<file path="config.mk">
export PLATFORM = sky130hd
export DESIGN_NAME = blk_80cd51_flat
export DESIGN_NICKNAME = d
export VERILOG_FILES = /design/src/rtl/blk_80cd51_pkg.sv /design/src/rtl/blk_80cd51_if.sv /design/src/rtl/blk_80cd51_muxn.sv /design/src/rtl/blk_80cd51.sv /design/src/flat_wrapper.sv
export SDC_FILE = /design/constraint.sdc
export NUM_CORES = 1
export LEC_CHECK = 0
export CAP_MARGIN = 20
export CORE_MARGIN = 2
export CORE_UTILIZATION = 49
export CTS_BUF_LIST = sky130_fd_sc_hd__clkbuf_16
export DETAILED_ROUTE_END_ITERATION = 16
export PLACE_DENSITY_LB_ADDON = 0.15
export SYNTH_ARGS = -nofsm -noshare
export SYNTH_HDL_FRONTEND = slang
export SYNTH_SLANG_ARGS = --single-unit
</file>
<file path="constraint.sdc">
create_clock -name clk -period 2.8 [get_ports clk]
set_clock_uncertainty 0.1 [all_clocks]
set_input_delay 0.56 -clock clk [delete_from_list [all_inputs] [get_ports clk]]
set_output_delay 0.56 -clock clk [all_outputs]
set_load 0.01 [all_outputs]
</file>
<file path="src/rtl/blk_80cd51_pkg.sv">
// Shared types and constants for the gated N-input BIST clock selector.
//   clk_sel_state_e : switch-over FSM state (3-bit encoding)
//   clk_sel_cnt_w   : wait-counter width for a given pair of wait lengths
//   CLK_SEL_*       : default wait lengths, counter width and request-to-done latency
package memlibc_clk_sel_pkg;

    typedef enum logic [2:0] {
        CS_IDLE     = 3'd0,
        CS_GATE_OFF = 3'd1,
        CS_SWITCH   = 3'd2,
        CS_SETTLE   = 3'd3,
        CS_DONE     = 3'd4
    } clk_sel_state_e;

    // Counter must hold the larger of the two reload values.
    function automatic int unsigned clk_sel_cnt_w(input int unsigned gate_off,
                                                  input int unsigned settle);
        int unsigned m;
        m = (gate_off > settle) ? gate_off : settle;
        return $clog2(m + 1);
    endfunction

    localparam int unsigned CLK_SEL_GATE_OFF_DEF = 4;
    localparam int unsigned CLK_SEL_SETTLE_DEF   = 4;
    localparam int unsigned CLK_SEL_CNT_W        = clk_sel_cnt_w(CLK_SEL_GATE_OFF_DEF,
                                                                 CLK_SEL_SETTLE_DEF);
    localparam int unsigned CLK_SEL_LATENCY      = CLK_SEL_GATE_OFF_DEF + CLK_SEL_SETTLE_DEF + 2;

endpackage

</file>
<file path="src/rtl/blk_80cd51_if.sv">
// Switch-request handshake between a requester (master) and the clock selector (slave).
//   req_valid : request valid
//   req_sel   : requested clock index
//   req_ready : selector can take a request this cycle
interface blk_80cd51_if #(
    parameter int unsigned SEL_W = 2
);
    logic             req_valid;
    logic [SEL_W-1:0] req_sel;
    logic             req_ready;

    modport master (output req_valid, output req_sel, input req_ready);
    modport slave  (input req_valid, input req_sel, output req_ready);
endinterface

</file>
<file path="src/rtl/blk_80cd51_muxn.sv">
// N:1 clock mux as a balanced binary tree of 2:1 clock-mux cells.
//   clk_in  : candidate clocks
//   sel     : index of the clock to pass
//   clk_out : clk_in[sel]; leaves beyond NUM_INPUTS are tied low

// Leaf 2:1 clock-mux cell.
module memlibc_clk_mux2 (
    input  logic a,
    input  logic b,
    input  logic s,
    output logic y
);
    assign y = s ? b : a;
endmodule

module memlibc_memory_bist_assembly_rtl_tessent_clk_muxn #(
    parameter  int unsigned NUM_INPUTS = 4,
    localparam int unsigned SEL_W      = $clog2(NUM_INPUTS)
) (
    input  logic [NUM_INPUTS-1:0] clk_in,
    input  logic [SEL_W-1:0]      sel,
    output logic                  clk_out
);
    localparam int unsigned LEAVES = 1 << SEL_W;

    // Level 0 is the root; level SEL_W holds the (padded) leaves. The root uses the select MSB.
    for (genvar d = 0; d <= SEL_W; d++) begin : g_lvl
        logic [(1<<d)-1:0] node;
        if (d == SEL_W) begin : g_leaf
            for (genvar p = 0; p < LEAVES; p++) begin : g_p
                if (p < NUM_INPUTS) begin : g_used
                    assign node[p] = clk_in[p];
                end else begin : g_tie
                    assign node[p] = 1'b0;
                end
            end
        end else begin : g_mux
            for (genvar p = 0; p < (1 << d); p++) begin : g_p
                memlibc_clk_mux2 u_mux2 (
                    .a (g_lvl[d+1].node[2*p]),
                    .b (g_lvl[d+1].node[2*p+1]),
                    .s (sel[SEL_W-1-d]),
                    .y (node[p])
                );
            end
        end
    end

    assign clk_out = g_lvl[0].node[0];
endmodule

</file>
<file path="src/rtl/blk_80cd51.sv">
// BIST clock selector with a sequenced, gated switch-over: gate off, wait, switch, settle, re-enable.
//   clk, reset : control clock, async active-high reset
//   clk_in     : candidate clocks
//   req        : switch request handshake (slave side)
//   sel_out    : current select (registered)
//   clk_en     : enable for the downstream clock gate (registered)
//   clk_out    : clk_in[sel_out] through the mux tree
//   busy       : switch in progress
//   done, err  : one-cycle completion / illegal-index pulses
module blk_80cd51
    import memlibc_clk_sel_pkg::*;
#(
    parameter  int unsigned NUM_INPUTS      = 4,
    parameter  int unsigned GATE_OFF_CYCLES = 4,
    parameter  int unsigned SETTLE_CYCLES   = 4,
    parameter  int unsigned RESET_SEL       = 0,
    localparam int unsigned SEL_W           = $clog2(NUM_INPUTS)
) (
    input  logic                  clk,
    input  logic                  reset,
    input  logic [NUM_INPUTS-1:0] clk_in,
    blk_80cd51_if.slave           req,
    output logic [SEL_W-1:0]      sel_out,
    output logic                  clk_en,
    output logic                  clk_out,
    output logic                  busy,
    output logic                  done,
    output logic                  err
);
    localparam int unsigned CNT_W = clk_sel_cnt_w(GATE_OFF_CYCLES, SETTLE_CYCLES);

    if (NUM_INPUTS < 2 || GATE_OFF_CYCLES < 1 || SETTLE_CYCLES < 1 ||
        RESET_SEL >= NUM_INPUTS) begin : g_bad_param
        $fatal(1, "blk_80cd51: parameter out of range");
    end

    clk_sel_state_e   state;
    logic [CNT_W-1:0] cnt;
    logic [SEL_W-1:0] target;

    assign req.req_ready = (state == CS_IDLE);
    assign busy          = (state != CS_IDLE);

    // Switch-over sequencer; sel_out only moves in SWITCH, where clk_en is already low.
    always_ff @(posedge clk or posedge reset) begin
        if (reset) begin
            state   <= CS_IDLE;
            cnt     <= '0;
            target  <= '0;
            sel_out <= SEL_W'(RESET_SEL);
            clk_en  <= 1'b1;
            done    <= 1'b0;
            err     <= 1'b0;
        end else begin
            done <= 1'b0;
            err  <= 1'b0;
            unique case (state)
                CS_IDLE: begin
                    if (req.req_valid) begin
                        if (32'(req.req_sel) >= NUM_INPUTS) begin
                            err <= 1'b1;
                        end else if (req.req_sel == sel_out) begin
                            target <= req.req_sel;
                            done   <= 1'b1;
                            state  <= CS_DONE;
                        end else begin
                            target <= req.req_sel;
                            cnt    <= CNT_W'(GATE_OFF_CYCLES - 1);
                            clk_en <= 1'b0;
                            state  <= CS_GATE_OFF;
                        end
                    end
                end
                CS_GATE_OFF: begin
                    if (cnt == '0) state <= CS_SWITCH;
                    else           cnt   <= cnt - CNT_W'(1);
                end
                CS_SWITCH: begin
                    sel_out <= target;
                    cnt     <= CNT_W'(SETTLE_CYCLES - 1);
                    state   <= CS_SETTLE;
                end
                CS_SETTLE: begin
                    if (cnt == '0) begin
                        clk_en <= 1'b1;
                        done   <= 1'b1;
                        state  <= CS_DONE;
                    end else begin
                        cnt <= cnt - CNT_W'(1);
                    end
                end
                CS_DONE: state <= CS_IDLE;
                default: state <= CS_IDLE;
            endcase
        end
    end

    memlibc_memory_bist_assembly_rtl_tessent_clk_muxn #(
        .NUM_INPUTS (NUM_INPUTS)
    ) u_muxn (
        .clk_in  (clk_in),
        .sel     (sel_out),
        .clk_out (clk_out)
    );
endmodule

</file>
<file path="src/flat_wrapper.sv">
// flat-port wrapper written by rule: the top's interface ports become plain ports
module blk_80cd51_flat import memlibc_clk_sel_pkg::*;
#(
    parameter  int unsigned NUM_INPUTS      = 4,
    parameter  int unsigned GATE_OFF_CYCLES = 4,
    parameter  int unsigned SETTLE_CYCLES   = 4,
    parameter  int unsigned RESET_SEL       = 0,
    localparam int unsigned SEL_W           = $clog2(NUM_INPUTS)
)
  (clk, reset, clk_in, sel_out, clk_en, clk_out, busy, done, err, req_req_valid, req_req_sel, req_req_ready);
  blk_80cd51_if #(.SEL_W(2)) req_i ();
  input  logic clk;
  input  logic reset;
  input  logic [NUM_INPUTS-1:0] clk_in;
  output logic [SEL_W-1:0] sel_out;
  output logic clk_en;
  output logic clk_out;
  output logic busy;
  output logic done;
  output logic err;
  input wire logic [$bits(req_i.req_valid)-1:0] req_req_valid;
  input wire logic [$bits(req_i.req_sel)-1:0] req_req_sel;
  output wire logic [$bits(req_i.req_ready)-1:0] req_req_ready;
  assign req_i.req_valid = req_req_valid;
  assign req_i.req_sel = req_req_sel;
  assign req_req_ready = req_i.req_ready;
  blk_80cd51 #(.NUM_INPUTS(NUM_INPUTS), .GATE_OFF_CYCLES(GATE_OFF_CYCLES), .SETTLE_CYCLES(SETTLE_CYCLES), .RESET_SEL(RESET_SEL)) u_core (.clk(clk), .reset(reset), .clk_in(clk_in), .req(req_i), .sel_out(sel_out), .clk_en(clk_en), .clk_out(clk_out), .busy(busy), .done(done), .err(err));
endmodule
</file>
==> flow_summary.json, run 1 <==
{
  "status": "finished, final reports clean",
  "cts.sinks": 12,
  "slowest_stage": "mux4_1",
  "firstDrtPassIters": 4,
  "setup_slack_ns": 0.218,
  "viasPerCell": 5.59,
  "finalSetupViolations": 0,
  "numPortBuffers": 15,
  "peakVddDrop_uv": 634,
  "synth_most_common_cell": "dfrtp_1",
  "end_kind": "output pin",
  "cts-root-buf": "clkbuf_16",
  "insertion_delay_ns": 0.24,
  "synth_area_leaders": "dfrtp_1, mux2_2, dfstp_2",
  "drt-initial-drc-count": 8,
  "fp-row-count": 13,
  "fp.dieW_um": 40.7,
  "wl_per_cell_um": 13.8,
  "synth_edf_count": 0,
  "cpMostUsedCell": "clkdlybuf4s50_1",
  "cts_hold_buf": 0,
  "netlist.top_cell.by_area": "dfrtp_1",
  "period_share": 0.922,
  "globalplace.congestion": 0.656,
  "via_count": 486,
  "slew_viol_final": 0,
  "fin_crit_ns": 2.58,
  "fmax_mhz": 387,
  "grt_usage": 0.188,
  "drc_errors": 0,
  "area_growth_pct": 33.4,
  "rsz0062_at_grt": "no",
  "crit_family": "buffers and inverters",
  "syn-num-nets": 68,
  "core_area_mm2": 0.00128,
  "crit_chain": "clkdlybuf4s50_1 -> mux4_1 -> clkdlybuf4s50_1",
  "synth_top_area_frac": 0.417,
  "grt_pass1_vias": 437,
  "cp_slowest_stage_delay_ns": 0.49,
  "worst-path-buf-inv": 2,
  "cts_resized": 0,
  "yosysSeqAreaShare": 0.457,
  "cp-start-kind": "input port",
  "antenna_found_initial": 0,
  "io_pins": 17,
  "die-area_mm2": 0.00166,
  "grt_remaining_overflow": 0,
  "postRouteAntennaNets": 0,
  "drive_gt1_frac": 0.153,
  "start_util": 0.513,
  "async_flop_share": 1.00,
  "avgSynthCellArea_um2": 11.6,
  "clk_path_buf_depth": 2,
  "synth_common_cells": "dfrtp_1, inv_1, mux2_2, buf_4, nor2b_1",
  "synth-seq-cells": 12,
  "cp.required_ns": 2.14,
  "post_cts_buffers": 0,
  "netlist_area_um2": 659,
  "nFillCells": 100,
  "dp_slack_ns": 0.216,
  "htreeDepth": 1,
  "tns_ns": 0,
  "max_cap_viol_count": 0,
  "arrival_ns": 1.92,
  "syn_inst": 57,
  "grt_start_max_net_pins": 13,
  "power.leakage_nw": 0.374,
  "die_y_um": 40.7,
  "ys_types": 29,
  "critPathMaxFanout": 1,
  "cellPowerDensity_mw_per_mm2": 1100,
  "synthFlopType": "dfrtp_1",
  "crit_type": "input port to output pin",
  "drt-total-wl_um": 1200,
  "min_path_type": "flop to flop",
  "tritoncts": "done",
  "hold_viol": 0,
  "dp_hpwl_um": 855,
  "grt_pass1_wl_um": 1930,
  "clk_pin_slew_ns": 0.04,
  "diodes": 0,
  "numCtsBuffers": 3,
  "final_net_count": 84,
  "yosys_warnings": 0
}
## registers in the layout (all words and copies together) (netlist names)
name,cells
u_core.state,3
u_core.clk_en,1
u_core.target,2
u_core.cnt,3
u_core.done,1
u_core.sel_out,2
## placed cells by master, fill, tap and decap left out, types with 2 or more instances in the layout
cell,netlist,final
nor2_1,2,2
nor2b_1,3,3
clkbuf_16,0,3
a21oi_1,2,2
mux2_2,5,5
dfrtp_1,11,11
inv_1,5,5
ha_1,2,2
nand2_1,2,2
nor3b_1,2,2
a32o_1,2,2
clkdlybuf4s50_1,0,15
## per-stage QoR
stage / hold slack [ns] / instances / total power [mW] / utilization / instance area [um2]
2_1_floorplan: 0.324 / 57 / 0.598 / - / 659
3_3_place_gp: 0.387 / 83 / 0.706 / 0.623 / 801
6_report: 0.405 / 87 / 0.971 / 0.685 / 880
5_1_grt: 0.434 / 87 / 1.05 / 0.685 / 880
4_1_cts: 0.405 / 87 / 0.976 / 0.685 / 880
3_5_place_dp: 0.395 / 83 / 0.712 / 0.623 / 801
## power by group
group / switching, mW / internal, mW / total (mW)
Clock: 0.0682 / 0.187 / 0.256
Combinational: 0.163 / 0.219 / 0.382
Sequential: 0.0755 / 0.258 / 0.333
Total: 0.307 / 0.664 / 0.971
## final cells by class
| type | count | area [um2] | area share |
|---|---|---|---|
| Multi-Input combinational cell | 36 | 312 | 0.354 |
| Sequential cell | 12 | 302 | 0.343 |
| Timing Repair Buffer | 15 | 150 | 0.171 |
| Clock buffer | 3 | 75.1 | 0.0853 |
| Inverter | 5 | 18.8 | 0.0213 |
| Tap cell | 15 | 18.8 | 0.0213 |
| Clock inverter | 1 | 3.75 | 0.00427 |
## kinds of logic (layout without fill, tap and decap cells)
family / Yosys count / in the layout / share of synthesized area
compound gates: 9 / 9 / 0.101
xor+xnor: 3 / 3 / 0.0512
fa+ha+maj: 2 / 2 / 0.0379
buf+inv: 9 / 24 / 0.0702
flops: 12 / 12 / 0.457
mux: 6 / 6 / 0.125
other cells: 1 / 1 / 0.00569
simple gates: 15 / 15 / 0.152
## worst reg2reg max path, stage by stage, from the launching register on
cell and delay (ns):
dfrtp_1 0.31, inv_1 0.07, ha_1 0.25, nand3b_1 0.15, o2111ai_1 0.24, a32o_1 0.32
## metal layers
layer  GRT usage  part of all wire  vias up
met1       0.232              0.50      244
met5           0                 0        -
met4      0.0750             0.010        0
met2       0.286              0.45       13
li1            -                 -      227
met3      0.0815             0.045        2
## worst paths after layout
kind,startpoint,to,slack [ns],depth (start not counted)
worst max-delay path,clk_in[1],clk_out,0.22,3
worst min-delay path,u_core.target[0],u_core.target[0],0.40,1
worst max register to register,u_core.cnt[0],u_core.cnt[2],1.24,5
worst min register to register,u_core.target[0],u_core.target[0],0.40,1
max in group asynchronous,reset,u_core.clk_en,1.72,2
min in group asynchronous,reset,u_core.sel_out[0],0.53,2
No activity file was read; power rests on OpenSTA's default activity.
==> run 2, diff against run 1 <==
--- a/config.mk
+++ b/config.mk
@@ -8,7 +8,7 @@
 export CAP_MARGIN = 20
 export CORE_MARGIN = 2
 export CORE_UTILIZATION = 49
-export CTS_BUF_LIST = sky130_fd_sc_hd__clkbuf_16
+export CTS_BUF_LIST = sky130_fd_sc_hd__clkbuf_8
 export DETAILED_ROUTE_END_ITERATION = 16
 export PLACE_DENSITY_LB_ADDON = 0.15
 export SYNTH_ARGS = -nofsm -noshare
==> constraint.sdc (replaced) <==
create_clock -name clk -period 2.7 [get_ports clk]
set_clock_uncertainty 0.1 [all_clocks]
set_input_delay 0.54 -clock clk [delete_from_list [all_inputs] [get_ports clk]]
set_output_delay 0.54 -clock clk [all_outputs]
set_load 0.01 [all_outputs]
==> flow_summary.json, run 2 (synthesis results as in run 1) <==
{
  "tns_ns": 0,
  "reg_top3": "u_core.cnt (3), u_core.state (3)",
  "final_net_count": 84,
  "max_cap_viol_count": 0,
  "grt_pass1_vias": 444,
  "period_share": 0.947,
  "insertion_delay_ns": 0.24,
  "rrSetupSlack_ns": 1.16,
  "wl_per_cell_um": 13.3,
  "area_growth_pct": 29.8,
  "peakVddDrop_uv": 536,
  "min_path_type": "flop to flop",
  "cts-root-buf": "clkbuf_8",
  "numCtsBuffers": 3,
  "end_kind": "output pin",
  "p_sw_mw": 0.307,
  "status": "finished, final reports clean",
  "die_y_um": 40.7,
  "clk_path_buf_depth": 2,
  "rsz0062_at_grt": "no",
  "min_delay_path_depth": 1,
  "antenna_found_initial": 0,
  "io_pins": 17,
  "r2r_cells": 3,
  "rr_endpoint": "u_core.state[2]",
  "post_cts_buffers": 0,
  "fp-row-count": 13,
  "startpoint": "clk_in[0]",
  "grt_remaining_overflow": 0,
  "rr_startpoint": "u_core.sel_out[0]",
  "arrival_ns": 1.92,
  "fin_util": 0.666,
  "crit_type": "input port to output pin",
  "viasPerCell": 5.60,
  "core_area_mm2": 0.00128,
  "numPortBuffers": 15,
  "final_common_cell": "clkdlybuf4s50_1",
  "cts_resized": 0,
  "fp.dieW_um": 40.7,
  "final_cell_mix": "clkdlybuf4s50_1, dfrtp_1, inv_1, mux2_2, clkbuf_8",
  "die-area_mm2": 0.00166,
  "critPathMaxFanout": 1,
  "postRouteAntennaNets": 0,
  "totalPowerFinal_mw": 0.929,
  "cp-start-kind": "input port",
  "nFillCells": 109,
  "clkPwrFrac": 0.211,
  "drt-total-wl_um": 1160,
  "power.leakage_nw": 0.365,
  "grt_pass1_wl_um": 1910,
  "multi_input_area_um2": 312,
  "cts.sinks": 12,
  "drc_errors": 0,
  "grt_start_max_net_pins": 13,
  "cts_hold_buf": 0,
  "min_from": "u_core.target[0]",
  "firstDrtPassIters": 4,
  "cellInternalPower_mw": 0.622,
  "switching_share": 0.330,
  "slew_viol_final": 0,
  "hold-path-endpoint": "u_core.target[0]",
  "finalSetupViolations": 0,
  "diodes": 0,
  "seqCellArea_um2": 302,
  "cp.required_ns": 2.06,
  "grt_usage": 0.188,
  "globalplace.congestion": 0.656,
  "drive_gt1_frac": 0.167,
  "tritoncts": "done",
  "seq_power_share": 0.371,
  "cellPowerDensity_mw_per_mm2": 1090,
  "fmax_mhz": 391,
  "clk_pin_slew_ns": 0.05,
  "dp_hpwl_um": 855,
  "via_count": 487,
  "dp_cells": 83,
  "drt-initial-drc-count": 7,
  "htreeDepth": 1,
  "comb_power_share": 0.418,
  "fin_cells": 87,
  "start_util": 0.513,
  "hold_viol": 0,
  "fin_crit_ns": 2.56
}
-- run 2: critical path: stages --
cell	delay (ns)
clkdlybuf4s50_1	0.41
mux4_1	0.48
clkdlybuf4s50_1	0.49
-- run 2: worst max path at each step --
stage,to
6_report,clk_out
5_1_grt,clk_out
4_1_cts,clk_out
3_5_place_dp,clk_out
3_3_place_gp,clk_out
2_1_floorplan,clk_out
-- run 2: power by group through the flow --
stage               clock network [mW]  registers, mW  logic, mW
floorplan                            0          0.323      0.297
global placement                     0          0.345      0.388
detailed placement                   0          0.347      0.391
CTS                              0.203          0.345      0.393
global route                     0.211          0.357      0.443
finish                           0.196          0.344      0.389
-- run 2: final cells by class --
type,instances,area share
sequential,12,0.352
timing repair buffer,15,0.175
inverter,5,0.0219
tap,15,0.0219
multi-input combinational,36,0.364
clock buffer,4,0.0643
-- run 2: per-stage QoR --
step	setup slack, ns	hold slack, ns	instance area, um2
floorplan	0.983	0.304	659
global placement	0.160	0.387	801
detailed placement	0.156	0.395	801
CTS	0.133	0.408	856
global route	0.105	0.437	856
finish	0.143	0.406	856
-- run 2: layer usage --
| metal | vias up | global-route usage | wire length, um | share of wire |
|---|---|---|---|---|
| met3 | 5 | 0.0489 | 52 | 0.045 |
| li1 | 229 | - | - | - |
| met5 | - | 0 | 0 | 0 |
| met4 | 0 | 0.150 | 38 | 0.033 |
| met1 | 240 | 0.232 | 534 | 0.46 |
| met2 | 13 | 0.274 | 533 | 0.46 |
==> run 3, diff against run 2 <==
--- a/config.mk
+++ b/config.mk
@@ -6,11 +6,14 @@
 export NUM_CORES = 1
 export LEC_CHECK = 0
 export CAP_MARGIN = 20
+export CORE_ASPECT_RATIO = 0.9
 export CORE_MARGIN = 2
-export CORE_UTILIZATION = 49
+export CORE_UTILIZATION = 30
 export CTS_BUF_LIST = sky130_fd_sc_hd__clkbuf_8
+export CTS_CLUSTER_DIAMETER = 150
 export DETAILED_ROUTE_END_ITERATION = 16
 export PLACE_DENSITY_LB_ADDON = 0.15
+export SLEW_MARGIN = 25
 export SYNTH_ARGS = -nofsm -noshare
 export SYNTH_HDL_FRONTEND = slang
 export SYNTH_SLANG_ARGS = --single-unit
==> flow_summary.json, run 3 (synthesis results as in run 1) <==
{
  "status": "finished, final reports clean",
  "cts_resized": 0,
  "drt-initial-drc-count": 9,
  "clk_pin_slew_ns": 0.05,
  "tritoncts": "done",
  "core_area_mm2": 0.00212,
  "slowest_stage": "mux4_1",
  "fp.dieW_um": 53.4,
  "grt_start_max_net_pins": 13,
  "drt-total-wl_um": 1220,
  "area_growth_pct": 30.6,
  "drive_gt1_frac": 0.153,
  "switching_share": 0.341,
  "io_pins": 17,
  "htreeDepth": 1,
  "cp_slowest_stage_delay_ns": 0.49,
  "fin_crit_ns": 2.55,
  "viasPerCell": 4.61,
  "wl_per_cell_um": 12.4,
  "insertion_delay_ns": 0.24,
  "cts-root-buf": "clkbuf_8",
  "peakVddDrop_uv": 383,
  "grt_pass1_vias": 457,
  "via_count": 456,
  "reg_top3": "u_core.cnt (3), u_core.state (3)",
  "cts.sinks": 12,
  "hold_viol": 0,
  "antenna_found_initial": 0,
  "dp_slack_ns": 0.139,
  "routed.top_layer": "met3",
  "globalplace.congestion": 0.649,
  "critPathMaxFanout": 1,
  "cellPowerDensity_mw_per_mm2": 1050,
  "p_sw_mw": 0.307,
  "dp_cells": 95,
  "grt_usage": 0.114,
  "slew_viol_final": 0,
  "dp_hpwl_um": 939,
  "firstDrtPassIters": 2,
  "grt_remaining_overflow": 0,
  "crit_chain": "clkdlybuf4s50_1 -> mux4_1 -> clkdlybuf4s50_1",
  "numCtsBuffers": 3,
  "seq_power_share": 0.383,
  "cpMostUsedCell": "clkdlybuf4s50_1",
  "clk_path_buf_depth": 2,
  "diodes": 0,
  "cts_hold_buf": 0,
  "rsz0062_at_grt": "no",
  "met1_length_um": 585,
  "die-area_mm2": 0.00259,
  "fin_cells": 99,
  "setup_slack_ns": 0.150,
  "fin_util": 0.406,
  "period_share": 0.944,
  "met3_length_um": 50,
  "fp-row-count": 16,
  "fmax_mhz": 392,
  "post_cts_buffers": 0,
  "die_y_um": 48.5,
  "fin_area_um2": 861,
  "wl_met2_um": 588,
  "cp-start-kind": "input port",
  "grt_pass1_wl_um": 2100,
  "nFillCells": 219,
  "end_kind": "output pin",
  "final_net_count": 84,
  "comb_power_share": 0.436,
  "cellInternalPower_mw": 0.593,
  "max_cap_viol_count": 0,
  "clkPwrFrac": 0.181,
  "numPortBuffers": 15,
  "power.leakage_nw": 0.363,
  "final_cell_mix": "clkdlybuf4s50_1, dfrtp_1, inv_1",
  "arrival_ns": 1.91,
  "crit_type": "input port to output pin",
  "place_area_um2": 816,
  "drc_errors": 0,
  "postRouteAntennaNets": 0,
  "final_common_cell": "clkdlybuf4s50_1",
  "start_util": 0.311,
  "finalSetupViolations": 0,
  "tns_ns": 0,
  "cp.required_ns": 2.06,
  "min_path_type": "flop to flop"
}
==> run 3: final cells by class <==
| class | instances | area, um2 | share of cell area |
|---|---|---|---|
| multi-input cells | 36 | 312 | 0.362 |
| flip-flops and latches | 12 | 302 | 0.350 |
| repair buffers | 15 | 150 | 0.174 |
| clock buffers | 3 | 41.3 | 0.0480 |
| well taps | 27 | 33.8 | 0.0392 |
| inverters | 5 | 18.8 | 0.0218 |
| clock inverters | 1 | 3.75 | 0.00436 |
==> run 3: routing by layer <==
metal,GRT usage,vias up
met5,0,-
met4,0.0385,0
met3,0.0556,0
met2,0.165,8
met1,0.148,218
li1,-,230
==> run 3: final timing paths <==
path,start,endpoint,slack (ns),depth (start not counted)
min in group asynchronous,reset,u_core.cnt[1],0.51,2
worst min-delay path,u_core.target[1],u_core.sel_out[1],0.40,1
max in group asynchronous,reset,u_core.clk_en,1.64,2
worst max register to register,u_core.sel_out[0],u_core.state[2],1.15,3
worst max-delay path,clk_in[1],clk_out,0.15,3
worst min register to register,u_core.target[1],u_core.sel_out[1],0.40,1
==> run 3: through the flow <==
| step | total power [mW] | hold slack [ns] |
|---|---|---|
| global placement | 0.742 | 0.386 |
| finish | 0.900 | 0.403 |
| CTS | 0.917 | 0.406 |
| floorplan | 0.620 | 0.304 |
| global route | 0.979 | 0.418 |
| detailed placement | 0.745 | 0.394 |
==> run 3: power groups by stage <==
stage / sequential [mW] / combinational, mW / clock (mW)
2_1_floorplan: 0.323 / 0.297 / 0
3_3_place_gp: 0.347 / 0.395 / 0
3_5_place_dp: 0.347 / 0.398 / 0
4_1_cts: 0.344 / 0.401 / 0.171
5_1_grt: 0.357 / 0.436 / 0.186
6_report: 0.344 / 0.393 / 0.163
==> run 3: critical path, delay by kind of cell <==
family / cells / cell delay [ns]
buffers and inverters: 2 / 0.88
muxes: 1 / 0.49
==> edit (flow settings as in run 1) <==
Re-encode `clk_sel_state_e` (5 states) as one-hot, 5 bits wide.
--- a/src/rtl/blk_80cd51_pkg.sv
+++ b/src/rtl/blk_80cd51_pkg.sv
@@ -4,12 +4,12 @@
 //   CLK_SEL_*       : default wait lengths, counter width and request-to-done latency
 package memlibc_clk_sel_pkg;
 
-    typedef enum logic [2:0] {
-        CS_IDLE     = 3'd0,
-        CS_GATE_OFF = 3'd1,
-        CS_SWITCH   = 3'd2,
-        CS_SETTLE   = 3'd3,
-        CS_DONE     = 3'd4
+    typedef enum logic [4:0] {
+        CS_IDLE     = 5'b00001,
+        CS_GATE_OFF = 5'b00010,
+        CS_SWITCH   = 5'b00100,
+        CS_SETTLE   = 5'b01000,
+        CS_DONE     = 5'b10000
     } clk_sel_state_e;
 
     // Counter must hold the larger of the two reload values.
Check against the original RTL: no difference found for any inputs over 10 cycles, from zero or initial values and one cycle with reset high; not proved beyond that.
==> edit against run 1 <==
  * Synthesized area grew 12%
  * Total power down 10%
  * Sequential power down 11%
  * Critical path type unchanged
  * Sequential cell count is 2 higher
  * Global-route usage fell by 0.99 points
  * Critical endpoint unchanged
  * Register-to-register slack got worse by 130 ps
  * Largest cell class is now registers
  * Highest routed layer unchanged
  * Cell area increased by 9.8%
  * Die area increased by 11%
  * Clock power grew 4%
  * Wire length rose by 17%
  * Largest power group unchanged
  * Utilization shrank 2.0 points
  * Setup slack got worse by 20 ps
==> edit: results (changes against run 1) <==
- Hold path start: u_core.target[1]
- Pwr/cell area: 903 nW/um^2 (-18%)
- Met1 Track Usage GR: 0.216 (-0.0154)
- Final-stage net count: 94 (+12%)
- Via/cell ratio: 5.49 (-1.7%)
- Synth Area in Compound Gates: 0.124 (+0.0230)
- Dominant synthesized flop cell: dfrtp_1
- Status: complete, no violations
- Layout cells sized above 1: 0.159 (+0.00576)
- Largest registers: u_core.state (5), u_core.cnt (3)
- Dominant cells by area after synthesis: dfrtp_1 41%, dfstp_2 7.1%, mux2_2 6.1%
- Gr usage total: 0.178 (-0.00989)
- GP Congestion: 0.698 (+6.4%)
- CP max-delay cell: clkdlybuf4s50_1
- Worst hold slack: 400 ps (-5.03 ps)
- Sequential fraction of the synthesis area: 0.477 (+0.0199)
- GRT met2 Usage: 0.291 (+0.00519)
- Met3 Use GR: 0.0383 (-0.0432)
- Largest net degree at the start of global routing: 15 (+2)
- DPL Wire Length: 1.09 mm (+27%)
- First-pass GRT wire length: 2.34 mm (+22%)
- Wirelength, routed: 1.41 mm (+17%)
- Setup bufs post-CTS: 0 (unchanged)
- Worst R2R Start: u_core.state[4]
- Xor/xnor cell area share of the yosys netlist: 0.0355 (-0.0157)
- Mux cell area share after synthesis: 0.105 (-0.0203)
- Synth top area share: 0.406 (-0.0114)
- Setup slack, reg-to-reg: 1110 ps (-130 ps)
- Synth Area in Adders: 0.0338 (-0.00411)
-- edit: worst paths after layout --
path                       depth (start not counted)          endpoint
max in group asynchronous                          2     u_core.clk_en
min reg2reg                                        1  u_core.target[1]
min                                                1  u_core.target[1]
max                                                3           clk_out
min in group asynchronous                          2     u_core.cnt[1]
max reg2reg                                        4     u_core.cnt[2]
-- edit: layer usage --
layer	part of all wire	up-vias
met2	0.53	15
met3	0.042	2
met1	0.42	261
met5	0	-
met4	0.0085	0
li1	-	260
-- edit: area by class of cell --
class	instances	area (sq um)
multi-input cells	45	349
clock buffers	3	75.1
well taps	16	20.0
inverters	4	15.0
repair buffers	15	150
fillers	119	488
flip-flops and latches	14	353
clock inverters	1	3.75
-- edit: cells by family after synthesis --
family	after synthesis
AOI/OAI and AO/OA	14
xor gates and xnor gates	3
adders and majority gates	2
buffers and inverters	7
DFF	14
muxes	6
other	1
and+or+nand+nor	19
-- edit: where the power goes --
group | total (mW) | leakage (nW) | internal (mW) | switching, mW
Clock | 0.266 | 0.0385 | 0.188 | 0.0772
Combinational | 0.311 | 0.218 | 0.160 | 0.151
Sequential | 0.296 | 0.173 | 0.262 | 0.0334
-- edit: stage by stage --
step                       util  instance area [sq um]  cells  power [mW]  setup slack (ps)
after detailed placement  0.610                    887     94       0.608               215
after CTS                 0.664                    966     98       0.878               212
after floorplan               -                    739     66       0.507              1100
final                     0.664                    966     98       0.872               197
after global routing      0.664                    966     98       0.927               191
after global placement    0.610                    887     94       0.601               249
